===== config.mk =====
export PLATFORM = sky130hd
export DESIGN_NAME = alu_share_ctrl
export DESIGN_NICKNAME = d
export VERILOG_FILES = /design/src/rtl/alu_share_ctrl.sv
export SDC_FILE = /design/constraint.sdc
export NUM_CORES = 1
export LEC_CHECK = 0
export BUFFER_PORTS_ARGS = -buffer_cell sky130_fd_sc_hd__buf_2
export CAP_MARGIN = 20
export CELL_PAD_IN_SITES_DETAIL_PLACEMENT = 1
export CELL_PAD_IN_SITES_GLOBAL_PLACEMENT = 1
export CORE_MARGIN = 2
export CORE_UTILIZATION = 35
export CTS_BUF_LIST = sky130_fd_sc_hd__clkbuf_2
export DETAILED_ROUTE_END_ITERATION = 8
export PLACE_DENSITY_LB_ADDON = 0.1
export SYNTH_ARGS = -nofsm -noshare
export SYNTH_HDL_FRONTEND = slang
export SYNTH_SLANG_ARGS = --single-unit

===== constraint.sdc =====
create_clock -name clk -period 8.9 [get_ports clk]
set_input_delay 2.225 -clock clk [delete_from_list [all_inputs] [get_ports clk]]
set_output_delay 2.225 -clock clk [all_outputs]
set_load 0.02 [all_outputs]

===== src/rtl/alu_share_ctrl.sv =====
`default_nettype none
// ============================================================================
// Module   : alu_share_ctrl
// Purpose  : Time-shares one ALU between two requesters using round-robin
//            arbitration, and returns tagged results over valid/ready.
// Revision : 1.0 - initial release
// ============================================================================
module alu_share_ctrl #(
    parameter int WIDTH       = 32,
    parameter int EXEC_CYCLES = 1
) (
    input  logic             clk,
    input  logic             reset,
    input  logic             req0_valid,
    output logic             req0_ready,
    input  logic [WIDTH-1:0] req0_a,
    input  logic [WIDTH-1:0] req0_b,
    input  logic [2:0]       req0_op,
    input  logic             req1_valid,
    output logic             req1_ready,
    input  logic [WIDTH-1:0] req1_a,
    input  logic [WIDTH-1:0] req1_b,
    input  logic [2:0]       req1_op,
    output logic [WIDTH-1:0] alu_a,
    output logic [WIDTH-1:0] alu_b,
    output logic [2:0]       alu_op,
    input  logic [WIDTH-1:0] alu_z,
    output logic             rsp_valid,
    input  logic             rsp_ready,
    output logic [WIDTH-1:0] rsp_data,
    output logic             rsp_id,
    output logic             rsp_err,
    output logic             busy
);

    localparam logic [1:0] c_st_idle  = 2'd0;
    localparam logic [1:0] c_st_exec  = 2'd1;
    localparam logic [1:0] c_st_resp  = 2'd2;

    localparam logic [3:0] c_cnt_load = 4'(EXEC_CYCLES - 1);

    localparam logic [2:0] c_op_and   = 3'b000;
    localparam logic [2:0] c_op_or    = 3'b001;
    localparam logic [2:0] c_op_add   = 3'b010;
    localparam logic [2:0] c_op_sub   = 3'b110;
    localparam logic [2:0] c_op_slt   = 3'b111;

    logic [1:0]       r_state;
    logic [1:0]       w_state_nxt;
    logic             r_rr_ptr;
    logic             r_id;
    logic [3:0]       r_cnt;

    logic             w_grant0;
    logic             w_grant1;
    logic             w_accept;
    logic             w_sel_id;
    logic [WIDTH-1:0] w_sel_a;
    logic [WIDTH-1:0] w_sel_b;
    logic [2:0]       w_sel_op;
    logic             w_op_legal;
    logic             w_rsp_fire;

    // Grants exist only in IDLE; rr_ptr breaks ties when both are valid.
    always_comb begin
        w_grant0 = 1'b0;
        w_grant1 = 1'b0;
        if (r_state == c_st_idle) begin
            if (req0_valid && req1_valid) begin
                w_grant0 = ~r_rr_ptr;
                w_grant1 = r_rr_ptr;
            end else begin
                w_grant0 = req0_valid;
                w_grant1 = req1_valid;
            end
        end
    end

    assign req0_ready = w_grant0;
    assign req1_ready = w_grant1;

    assign w_accept   = (req0_valid && w_grant0) || (req1_valid && w_grant1);
    assign w_sel_id   = w_grant1;
    assign w_sel_a    = w_grant1 ? req1_a  : req0_a;
    assign w_sel_b    = w_grant1 ? req1_b  : req0_b;
    assign w_sel_op   = w_grant1 ? req1_op : req0_op;
    assign w_rsp_fire = rsp_valid && rsp_ready;
    assign busy       = (r_state != c_st_idle);

    always_comb begin
        case (w_sel_op)
            c_op_and, c_op_or, c_op_add, c_op_sub, c_op_slt: w_op_legal = 1'b1;
            default:                                          w_op_legal = 1'b0;
        endcase
    end

    always_comb begin
        w_state_nxt = r_state;
        case (r_state)
            c_st_idle: begin
                if (w_accept) begin
                    w_state_nxt = w_op_legal ? c_st_exec : c_st_resp;
                end
            end
            c_st_exec: begin
                if (r_cnt == 4'd0) begin
                    w_state_nxt = c_st_resp;
                end
            end
            c_st_resp: begin
                if (w_rsp_fire) begin
                    w_state_nxt = c_st_idle;
                end
            end
            default: w_state_nxt = c_st_idle;
        endcase
    end

    always_ff @(posedge clk or posedge reset) begin
        if (reset) begin
            r_state <= c_st_idle;
        end else begin
            r_state <= w_state_nxt;
        end
    end

    // Illegal ops skip the ALU entirely, so alu_* keep their previous values.
    always_ff @(posedge clk or posedge reset) begin
        if (reset) begin
            r_rr_ptr  <= 1'b0;
            r_id      <= 1'b0;
            r_cnt     <= 4'd0;
            alu_a     <= '0;
            alu_b     <= '0;
            alu_op    <= 3'b000;
            rsp_valid <= 1'b0;
            rsp_data  <= '0;
            rsp_id    <= 1'b0;
            rsp_err   <= 1'b0;
        end else begin
            case (r_state)
                c_st_idle: begin
                    if (w_accept) begin
                        r_rr_ptr <= ~w_sel_id;
                        r_id     <= w_sel_id;
                        if (w_op_legal) begin
                            alu_a  <= w_sel_a;
                            alu_b  <= w_sel_b;
                            alu_op <= w_sel_op;
                            r_cnt  <= c_cnt_load;
                        end else begin
                            rsp_valid <= 1'b1;
                            rsp_data  <= '0;
                            rsp_id    <= w_sel_id;
                            rsp_err   <= 1'b1;
                        end
                    end
                end
                c_st_exec: begin
                    if (r_cnt != 4'd0) begin
                        r_cnt <= r_cnt - 4'd1;
                    end else begin
                        rsp_valid <= 1'b1;
                        rsp_data  <= alu_z;
                        rsp_id    <= r_id;
                        rsp_err   <= 1'b0;
                    end
                end
                c_st_resp: begin
                    if (w_rsp_fire) begin
                        rsp_valid <= 1'b0;
                    end
                end
                default: ;
            endcase
        end
    end

endmodule
`default_nettype wire


==> results of run 1 <==
## Yosys cell counts, types with 2 or more instances
master                     count
sky130_fd_sc_hd__buf_6         3
sky130_fd_sc_hd__nor2_1       71
sky130_fd_sc_hd__a21oi_1       8
sky130_fd_sc_hd__clkbuf_1     10
sky130_fd_sc_hd__o22ai_1       2
sky130_fd_sc_hd__buf_2        21
sky130_fd_sc_hd__or2_2         2
sky130_fd_sc_hd__nor3_1        4
sky130_fd_sc_hd__a311oi_2      2
sky130_fd_sc_hd__a22o_1       32
sky130_fd_sc_hd__and3_1        2
sky130_fd_sc_hd__nand2_1     134
sky130_fd_sc_hd__nand3_1       2
sky130_fd_sc_hd__nand2b_1      3
sky130_fd_sc_hd__dfrtp_1     110
sky130_fd_sc_hd__a21o_1        3
sky130_fd_sc_hd__inv_1         9
sky130_fd_sc_hd__ha_1          2
sky130_fd_sc_hd__mux2i_1       3
sky130_fd_sc_hd__a31oi_1      65
sky130_fd_sc_hd__o21ai_0       3
## routing by layer
| layer | GRT usage (%) | part of all wire [%] | up-vias |
|---|---|---|---|
| met2 | 37.5 | 50 | 179 |
| met4 | 7.54 | 1.8 | 0 |
| li1 | - | - | 2261 |
| met5 | 0 | 0 | - |
| met3 | 6.58 | 9.2 | 20 |
| met1 | 26.6 | 40 | 2311 |
## worst paths after layout
path	to	slack (ns)	depth (start not counted)
worst max-delay path	req1_ready	3.85	5
worst min-delay path	rsp_data[17]	0.53	1
worst max register to register	rsp_id	5.93	7
worst min register to register	rsp_data[17]	0.53	1
max in group asynchronous	r_cnt[0]	5.99	3
min in group asynchronous	rsp_data[28]	1.56	2
## through the flow
step                      utilization, %  total power, uW  instance area [um^2]  instances  hold slack, ns
after global placement              47.0             2010                  6280        928           0.472
after global routing                48.5             2490                  6470        946           0.556
after CTS                           48.2             2340                  6440        944           0.541
after detailed placement            47.0             2050                  6280        928           0.480
final                               48.5             2310                  6470        946           0.533
after floorplan                        -             1660                  4820        507           0.466
## flip-flops by register name, indices dropped and copies added, names as in the netlist
register   flops
r_id           1
r_rr_ptr       1
rsp_err        1
rsp_valid      1
alu_a         32
r_cnt          4
rsp_data      32
r_state        2
rsp_id         1
alu_b         32
alu_op         3
## cell families (layout without fill, tap and decap cells)
family	Yosys count	after routing
flops	110	110
mux	5	5
compound gates	120	120
buf+inv	45	307
other cells	0	1
fa+ha+maj	2	2
simple gates	225	225
## layout make-up
class / count / area [um^2]
fill: 1678 / 6880
antenna: 1 / 2.50
timing repair buffer: 281 / 1440
clock inverter: 7 / 113
clock buffer: 9 / 45.0
inverter: 10 / 40.0
sequential: 110 / 2750
tap: 176 / 220
multi-input combinational: 352 / 1850
## critical path, delay by kind of cell
family,cells,cell delay [ns]
and+or+nand+nor,2,0.25
buffers and inverters,3,0.35
## power breakdown
group	internal, uW	switching, uW
Combinational	417	760
Clock	118	167
Sequential	722	129
Total	1260	1060
==> summary.txt, run 1 <==
Clock network
  • CTS tree: done
  • Source-to-sink clock delay at the later pin of the worst-skew pair: 0.61 ns
  • Level count of the clock H-tree: 3
  • Count of cells resized by post-cts repair: 0
  • Root Driver: sky130_fd_sc_hd__clkbuf_2
  • Cts bufs inserted: 9
  • Maximum number of buffers from clock root to sink: 2
  • Clock slew at reported path FFs: 0.25 ns
  • CTS sink cnt: 110
  • Post CTS Setup Buffer Count: 0
  • Hold buffer count at CTS: 0

Worst setup path
  • Crit path max fanout: 5
  • Crit path capture type: output pin
  • Slowest library cell on the worst path: sky130_fd_sc_hd__buf_2
  • Sort of element at the start of the critical path: input pin
  • Most frequent cell on the critical path: sky130_fd_sc_hd__buf_2
  • Launch point of the worst path: req0_valid
  • Delay of the slowest cell on the worst path: 0.16 ns
  • Data required, critical path: 6.68 ns
  • Critical Path AT: 2.82 ns
  • Start-to-end type of the worst setup path: in -> out
  • Cell breakdown of the critical path: buf_2, nand2b_1, nand3_2, inv_2, buf_2
  • Worst R2R Start: r_state[0]

Synthesis
  • Number of standard cells after synthesis: 507
  • Synthesized area divided by synthesized cell count: 9.51 um^2
  • Post-Syn Area: 0.00482 mm^2
  • Yosys Warn Count: 0
  • Xor-xnor portion of the synthesized cell area: 0%
  • Area fraction in compound gates after synthesis: 17.8%
  • Distinct cell type count of the synthesized netlist: 37
  • Combinational family with the most area after synthesis: simple AND/OR/NAND/NOR gates
  • Fraction of registers with async set/reset: 100%
  • Number of flops mapped to enable cells by yosys: 0
  • Fraction of post-synthesis cell area in the top cell type by area: 57.1%
  • Cell type contributing the most total cell area after synthesis: sky130_fd_sc_hd__dfrtp_1
  • Multiplexer share of the synthesized area: 1.09%
  • Net count after synthesis: 680
  • Post-Synth Adder-Cell Area: 0.519%
  • #FFs+latches synth: 110
  • Share of synthesized area occupied by flip-flops and latches: 57.1%
  • Top FF cell, synth: sky130_fd_sc_hd__dfrtp_1
  • Leading post-synthesis cells by cell area: sky130_fd_sc_hd__dfrtp_1 (57%), sky130_fd_sc_hd__nand2_1 (10%), sky130_fd_sc_hd__a31oi_1 (8.4%)
  • Post-synthesis share of cell area spent on and, or, nand and nor gates: 18.9%

Routing
  • Final wirelength: 16.0 mm
  • Routed via count divided by cell count: 5.04
  • DRC Markers: 0
  • Average wire per standard cell: 16.9 um
  • Count of routing violations after the opening detailed-route iteration: 247
  • Via count: 4771
  • Length of the first detailed-routing pass in iterations: 4
  • Residual antenna-violating net count after detailed routing: 0

Global route
  • Antenna violations before repair: 1
  • Vias in the first global route: 4851
  • Pin count of the biggest net entering global routing: 115
  • Remaining global-route overflow: 0
  • Aggregate global-route resource usage: 22.0%
  • First-pass GRT wire length: 25.3 mm

Floorplan
  • Boundary Pins: 276
  • Floorplan die area: 0.0147 mm^2
  • Starting utilization of the core area: 36.1%
  • FP Rows: 42
  • Chip width: 121 um
  • Core area: 0.0133 mm^2
  • Die Height: 121 um

Timing
  • Measured slew at the worst slew-check pin: 0.979 ns
  • Least setup slack across all paths after layout: 3.85 ns
  • Shortest clock period the worst path allows after layout: 5.05 ns
  • Highest achievable clock rate: 198 MHz
  • RSZ-0062 raised after global routing: no
  • Final hold viol count: 0
  • Setup violation total in the final timing report: 0
  • Final cycle utilization of the critical path: 56.7%
  • Setup Skew: 0.0309 ns
  • Total count of max-transition violations in the final report: 0
  • Setup Total Neg Slack: 0 ns
  • Worst slew margin relative to its limit: 34.7%

Final layout
  • Most frequent cells in the layout: sky130_fd_sc_hd__buf_2 (275), sky130_fd_sc_hd__nand2_1 (134), sky130_fd_sc_hd__dfrtp_1 (110)
  • Area Growth Syn to Fin: 34.2%
  • Most frequent standard cell in the layout excluding fill and tap cells: sky130_fd_sc_hd__buf_2
  • Net total in the final layout: 937
  • Share of layout cells above drive strength 1: 39.9%

Hold path
  • Startpoint of the most critical hold path: rsp_data[17]
  • Class of the worst hold path: reg -> reg

Power and ir drop
  • Worst VDD drop: 146 uV
  • Static power due to leakage: 0.00336 uW
  • Power density over cell area: 358 mW/mm^2

Flow run
  • Max_cap viols: 0

Placed design
  • Post-place setup slack: 3.85 ns
  • I/O Buffers: 275
  • Final weighted congestion in routability-driven placement: 0.767
  • HPWL after detailed placement: 11.7 mm

Status
  • Status: finished, final reports clean
(Power assumes the default switching activity.)
==> run 2, diff against run 1 <==
- CORE_UTILIZATION: 35 -> 29
- clock period: 8.9 -> 4.4 ns (I/O delays scaled with it)
==> run 2 against run 1 <==
- power up 98%
- sequential power grew 100%
- clock-buffer cell count unchanged
- critical path depth down 1
- clock power grew 71%
- global-route usage down 3.2 points
- sequential cell count did not move
- die area up 20%
- critical endpoint unchanged
- largest cell class unchanged
- highest routed layer unchanged
==> summary.txt, run 2 (synthesis results as in run 1) <==
Status
  • Status: finished, final reports clean

Clock network
  • Hold buffer count at CTS: 0 (unchanged)
  • Post CTS Setup Buffer Count: 0 (unchanged)
  • CTS tree: done
  • Level count of the clock H-tree: 3 (unchanged)
  • Clock slew at reported path FFs: 0.34 ns (+0.09 ns)
  • Source-to-sink clock delay at the later pin of the worst-skew pair: 0.61 ns (about the same)
  • CTS sink cnt: 110 (unchanged)
  • Count of cells resized by post-cts repair: 0 (unchanged)
  • Cts bufs inserted: 9 (unchanged)
  • Maximum number of buffers from clock root to sink: 2 (unchanged)
  • Root Driver: sky130_fd_sc_hd__clkbuf_2

Worst setup path
  • Worst R2R Start: r_state[0]
  • Critical Path AT: 2.13 ns (-0.69 ns)
  • Dominant delay contributor by cell family on the critical path: buffers and inverters
  • Critical Path Stages: 4 (-1)
  • Buffering stage count on the worst path with inverters included: 2 (-1)
  • Start-to-end type of the worst setup path: reg -> out
  • Crit path max fanout: 23 (+18)
  • Sort of element at the start of the critical path: flop
  • Slowest library cell on the worst path: sky130_fd_sc_hd__dfrtp_1
  • Reg-to-Reg End: rsp_data[16]
  • Delay of the slowest cell on the worst path: 0.60 ns (+0.44 ns)
  • Crit path capture type: output pin
  • Cell breakdown of the critical path: nor2_8, nand3_2, inv_2, buf_2
  • Flop-to-flop setup slack: 1.99 ns (-3.94 ns)
  • R2r worst-path depth: 7 (unchanged)
  • Data required, critical path: 3.30 ns (-3.38 ns)

Timing
  • Shortest clock period the worst path allows after layout: 3.23 ns
  • Total count of max-transition violations in the final report: 0 (unchanged)
  • RSZ-0062 raised after global routing: no
  • Setup violation total in the final timing report: 0 (unchanged)
  • Measured slew at the worst slew-check pin: 0.814 ns (-0.166 ns)
  • Worst slew margin relative to its limit: 45.8% (+11 points)
  • Final hold viol count: 0 (unchanged)
  • Setup Total Neg Slack: 0 ns (unchanged)
  • Setup Skew: 0.0227 ns (-0.00821 ns)
  • Final cycle utilization of the critical path: 73.4%
  • Highest achievable clock rate: 310 MHz

Final layout
  • Area Growth Syn to Fin: 34.9%
  • Layout filler cell count: 2041 (+22%)
  • Most frequent cells in the layout: sky130_fd_sc_hd__buf_2 (275), sky130_fd_sc_hd__nand2_1 (134), sky130_fd_sc_hd__dfrtp_1 (110)
  • Largest registers: alu_a: 32 flops, alu_b: 32 flops, rsp_data: 32 flops
  • Net total in the final layout: 938 (+0.11%)
  • Share of layout cells above drive strength 1: 40.3% (+0.34 points)
  • Most frequent standard cell in the layout excluding fill and tap cells: sky130_fd_sc_hd__buf_2

Hold path
  • Class of the worst hold path: in -> async

Placed design
  • I/O Buffers: 275 (unchanged)
  • HPWL after detailed placement: 12.1 mm (+3.7%)
  • Final weighted congestion in routability-driven placement: 0.811 (+5.6%)

Routing
  • Count of routing violations after the opening detailed-route iteration: 184 (-26%)
  • Residual antenna-violating net count after detailed routing: 0 (unchanged)
  • Length of the first detailed-routing pass in iterations: 5 (+1)
  • DRC Markers: 0 (unchanged)
  • Average wire per standard cell: 16.6 um (-1.8%)
  • Via count: 4641 (-2.7%)
  • Final wirelength: 16.5 mm (+3.1%)
  • Routed via count divided by cell count: 4.67 (-7.3%)

Global route
  • Aggregate global-route resource usage: 18.8% (-3.2 points)
  • Pin count of the biggest net entering global routing: 93 (-19%)
  • Antenna violations before repair: 3 (+2)
  • First-pass GRT wire length: 26.3 mm (+4.0%)
  • Vias in the first global route: 5024 (+3.6%)
  • Remaining global-route overflow: 0 (unchanged)

Floorplan
  • FP Rows: 47 (+12%)
  • Floorplan die area: 0.0177 mm^2 (+20%)
  • Boundary Pins: 276 (unchanged)
  • Starting utilization of the core area: 29.4% (-6.7 points)
  • Die Height: 133 um (+9.5%)
  • Core area: 0.0164 mm^2 (+23%)
  • Chip width: 133 um (+9.5%)

Power and ir drop
  • Worst VDD drop: 283 uV (+93%)
  • Power density over cell area: 707 mW/mm^2 (+97%)
  • Clock network fraction of design power: 10.6% (-1.7 points)
  • Cell Int Power: 2410 uW (+91%)
  • Sw Share: 47.6% (+2.0 points)
  • Static power due to leakage: 0.00335 uW (-0.10%)
  • Sum of internal, switching and leakage power: 4590 uW (+98%)
  • Seq pwr share: 37.5% (+0.7 points)
  • NetSw: 2190 uW (+110%)
  • Combinational cell fraction of total power: 51.9% (+1.0 points)

Flow run
  • Max_cap viols: 0 (unchanged)
-- run 2: power by group through the flow --
stage                     combinational (uW)  clock (uW)  sequential (uW)
after CTS                               2430         522             1730
after detailed placement                2430           0             1750
after floorplan                         1120           0             2230
after global routing                    2630         561             1780
final                                   2380         489             1720
after global placement                  2370           0             1730
-- run 2: per-stage QoR --
stage	util [%]	cell area (um^2)	hold slack, ns	setup slack, ns	cells
after floorplan	-	4820	0.466	0.398	507
after global placement	38.9	6370	0.471	1.21	974
after detailed placement	38.9	6370	0.478	1.18	974
after CTS	39.6	6490	0.466	1.03	990
after global routing	39.6	6500	0.445	0.917	993
final	39.6	6500	0.511	1.17	993
-- run 2: layer usage --
metal	vias up	track usage, %	routed length [um]	part of all wire, %
li1	2263	-	-	-
met1	2174	22.0	6590	40
met2	188	32.3	8050	49
met3	16	6.70	1570	9.5
met4	0	6.03	296	1.8
met5	-	0	0	0
-- run 2: final cells by class --
| class | count | area, um^2 | area share (%) |
|---|---|---|---|
| Tap cell | 220 | 275 | 4.23 |
| Antenna cell | 3 | 7.51 | 0.115 |
| Multi-Input combinational cell | 352 | 1850 | 28.5 |
| Clock buffer | 9 | 45.0 | 0.693 |
| Timing Repair Buffer | 282 | 1450 | 22.4 |
| Sequential cell | 110 | 2750 | 42.3 |
| Clock inverter | 7 | 73.8 | 1.14 |
| Inverter | 10 | 40.0 | 0.616 |
-- run 2: worst max path at each step --
| stage | from | to |
|---|---|---|
| floorplan | reset | alu_a[0] |
| global placement | req0_valid | req1_ready |
| detailed placement | req0_valid | req1_ready |
| CTS | r_state[0] | req1_ready |
| global route | r_state[0] | req1_ready |
| finish | r_state[0] | req1_ready |
==> run 3, diff against run 2 <==
- clock period: 4.4 -> 2.9 ns (I/O delays scaled with it)
==> run 3 against run 2 <==
- worst setup slack worse by 0.88 ns
- sequential share of layout area fell by 0.32 points
- critical path depth unchanged
- die area stayed put
- sequential power is 52% higher
- clock-buffer cell count unchanged
- hold slack got worse by 0.33 ns
- wire length about the same
- via count is 2.2% higher
- power up 55%
- critical path type unchanged
- largest power group unchanged
- highest routed layer unchanged
==> summary.txt, run 3 (synthesis results as in run 1) <==
Routing
  • DRC Markers: 0 (unchanged)
  • Average wire per standard cell: 16.6 um (about the same)
  • Count of routing violations after the opening detailed-route iteration: 178 (-3.3%)
  • Routed via count divided by cell count: 4.78 (+2.2%)
  • Final wirelength: 16.5 mm (about the same)
  • Length of the first detailed-routing pass in iterations: 4 (-1)
  • Residual antenna-violating net count after detailed routing: 0 (unchanged)
  • Via count: 4744 (+2.2%)

Clock network
  • Maximum number of buffers from clock root to sink: 2 (unchanged)
  • Source-to-sink clock delay at the later pin of the worst-skew pair: 0.62 ns (about the same)
  • CTS tree: done
  • Cts bufs inserted: 9 (unchanged)
  • Hold buffer count at CTS: 0 (unchanged)
  • Level count of the clock H-tree: 3 (unchanged)
  • Post CTS Setup Buffer Count: 0 (unchanged)
  • Root Driver: sky130_fd_sc_hd__clkbuf_2
  • CTS sink cnt: 110 (unchanged)
  • Clock slew at reported path FFs: 0.33 ns (about the same)
  • Count of cells resized by post-cts repair: 0 (unchanged)

Worst setup path
  • R2r worst-path depth: 7 (unchanged)
  • Data required, critical path: 2.17 ns (-1.13 ns)
  • Crit path max fanout: 9 (-61%)
  • Crit path capture type: output pin
  • Start-to-end type of the worst setup path: reg -> out
  • Critical Path AT: 1.88 ns (-0.25 ns)
  • Sort of element at the start of the critical path: flop

Floorplan
  • Boundary Pins: 276 (unchanged)
  • Floorplan die area: 0.0177 mm^2 (unchanged)
  • Core area: 0.0164 mm^2 (unchanged)
  • Die Height: 133 um (unchanged)
  • FP Rows: 47 (unchanged)
  • Starting utilization of the core area: 29.4% (unchanged)
  • Chip width: 133 um (unchanged)

Global route
  • Global-route met3 utilization: 5.59% (-1.1 points)
  • Busiest layer in global routing: met2
  • Pin count of the biggest net entering global routing: 111 (+19%)
  • Antenna violations before repair: 2 (-1)
  • Met1 track demand over resource in global routing: 22.8% (+0.89 points)
  • Vias in the first global route: 4989 (-0.70%)
  • Aggregate global-route resource usage: 18.9% (+0.079 points)
  • First-pass GRT wire length: 26.5 mm (+0.47%)
  • Remaining global-route overflow: 0 (unchanged)
  • Global-route track usage on met2: 31.9% (-0.35 points)

Placed design
  • I/O Buffers: 275 (unchanged)
  • Cells after DPL: 975 (+0.10%)
  • Placed Area: 0.00640 mm^2 (+0.33%)
  • HPWL after detailed placement: 11.9 mm (-1.6%)
  • Final weighted congestion in routability-driven placement: 0.766 (-5.5%)

Timing
  • Measured slew at the worst slew-check pin: 0.787 ns (-0.0264 ns)
  • Setup Skew: 0.0296 ns (+0.00693 ns)
  • Worst slew margin relative to its limit: 47.5% (+1.8 points)
  • Final hold viol count: 0 (unchanged)
  • Setup violation total in the final timing report: 0 (unchanged)
  • Total count of max-transition violations in the final report: 0 (unchanged)
  • Final cycle utilization of the critical path: 89.9%
  • Highest achievable clock rate: 383 MHz
  • Shortest clock period the worst path allows after layout: 2.61 ns
  • Setup Total Neg Slack: 0 ns (unchanged)
  • RSZ-0062 raised after global routing: no

Final layout
  • Register area: 0.00275 mm^2 (unchanged)
  • Non-Filler Instances: 993 (unchanged)
  • Multi-input logic area: 0.00185 mm^2 (unchanged)
  • Share of layout cells above drive strength 1: 40.3% (+0.077 points)
  • Final std cell area, no fill: 0.00655 mm^2 (+0.77%)
  • Most frequent standard cell in the layout excluding fill and tap cells: sky130_fd_sc_hd__buf_2
  • Area Growth Syn to Fin: 35.9%
  • Most frequent cells in the layout: sky130_fd_sc_hd__buf_2 (275), sky130_fd_sc_hd__nand2_1 (134), sky130_fd_sc_hd__dfrtp_1 (110)
  • End-of-flow core utilization: 39.9% (+0.30 points)
  • Largest registers: alu_a: 32 flops, alu_b: 32 flops, rsp_data: 32 flops
  • Layout filler cell count: 2003 (-1.9%)
  • Net total in the final layout: 939 (+0.11%)

Power and ir drop
  • Power density over cell area: 1090 mW/mm^2 (+54%)
  • Static power due to leakage: 0.00337 uW (+0.45%)
  • Sum of internal, switching and leakage power: 7120 uW (+55%)
  • Worst VDD drop: 410 uV (+45%)

Flow run
  • Max_cap viols: 0 (unchanged)

Hold path
  • Class of the worst hold path: in -> async

Status
  • Status: finished, final reports clean
[run 3: worst paths after layout]
check                      startpoint    endpoint  slack, ns
hold / removal                  reset   alu_b[12]       0.19
hold reg to reg                rsp_id      rsp_id       0.53
max in group asynchronous       reset   alu_b[22]       2.17
setup / recovery           r_state[0]  req1_ready       0.29
min in group clk            req1_a[1]    alu_a[1]       0.29
setup reg to reg           r_state[0]    r_cnt[1]       0.74
[run 3: worst max-delay path, stage by stage, from the launching register on]
cell,delay [ns]
sky130_fd_sc_hd__dfrtp_1,0.61
sky130_fd_sc_hd__nor2_8,0.23
sky130_fd_sc_hd__nand3_2,0.12
sky130_fd_sc_hd__inv_2,0.10
sky130_fd_sc_hd__buf_2,0.19
[run 3: report_power, final]
part           total, uW  switching [uW]  internal (uW)  leakage [uW]
logic               3650            2350           1300       0.00199
clock network        871             570            301     0.0000850
registers           2610             390           2220       0.00130
[run 3: layout make-up]
class,count,area share (%)
sequential,110,42.0
multi-input combinational,352,28.3
timing repair buffer,283,22.5
tap,220,4.20
clock inverter,7,1.60
clock buffer,9,0.688
inverter,10,0.630
antenna,2,0.0764
[run 3: per-layer routing]
metal,wire (um),vias to the layer above
met3,1390,18
li1,-,2257
met5,0,-
met1,6910,2277
met2,7870,192
met4,327,0
[run 3: stage by stage]
stage	setup slack, ns	hold WS [ns]
CTS	0.201	0.174
global route	0.112	0.190
global placement	0.562	0.477
finish	0.292	0.186
detailed placement	0.490	0.475
floorplan	0.705	0.466
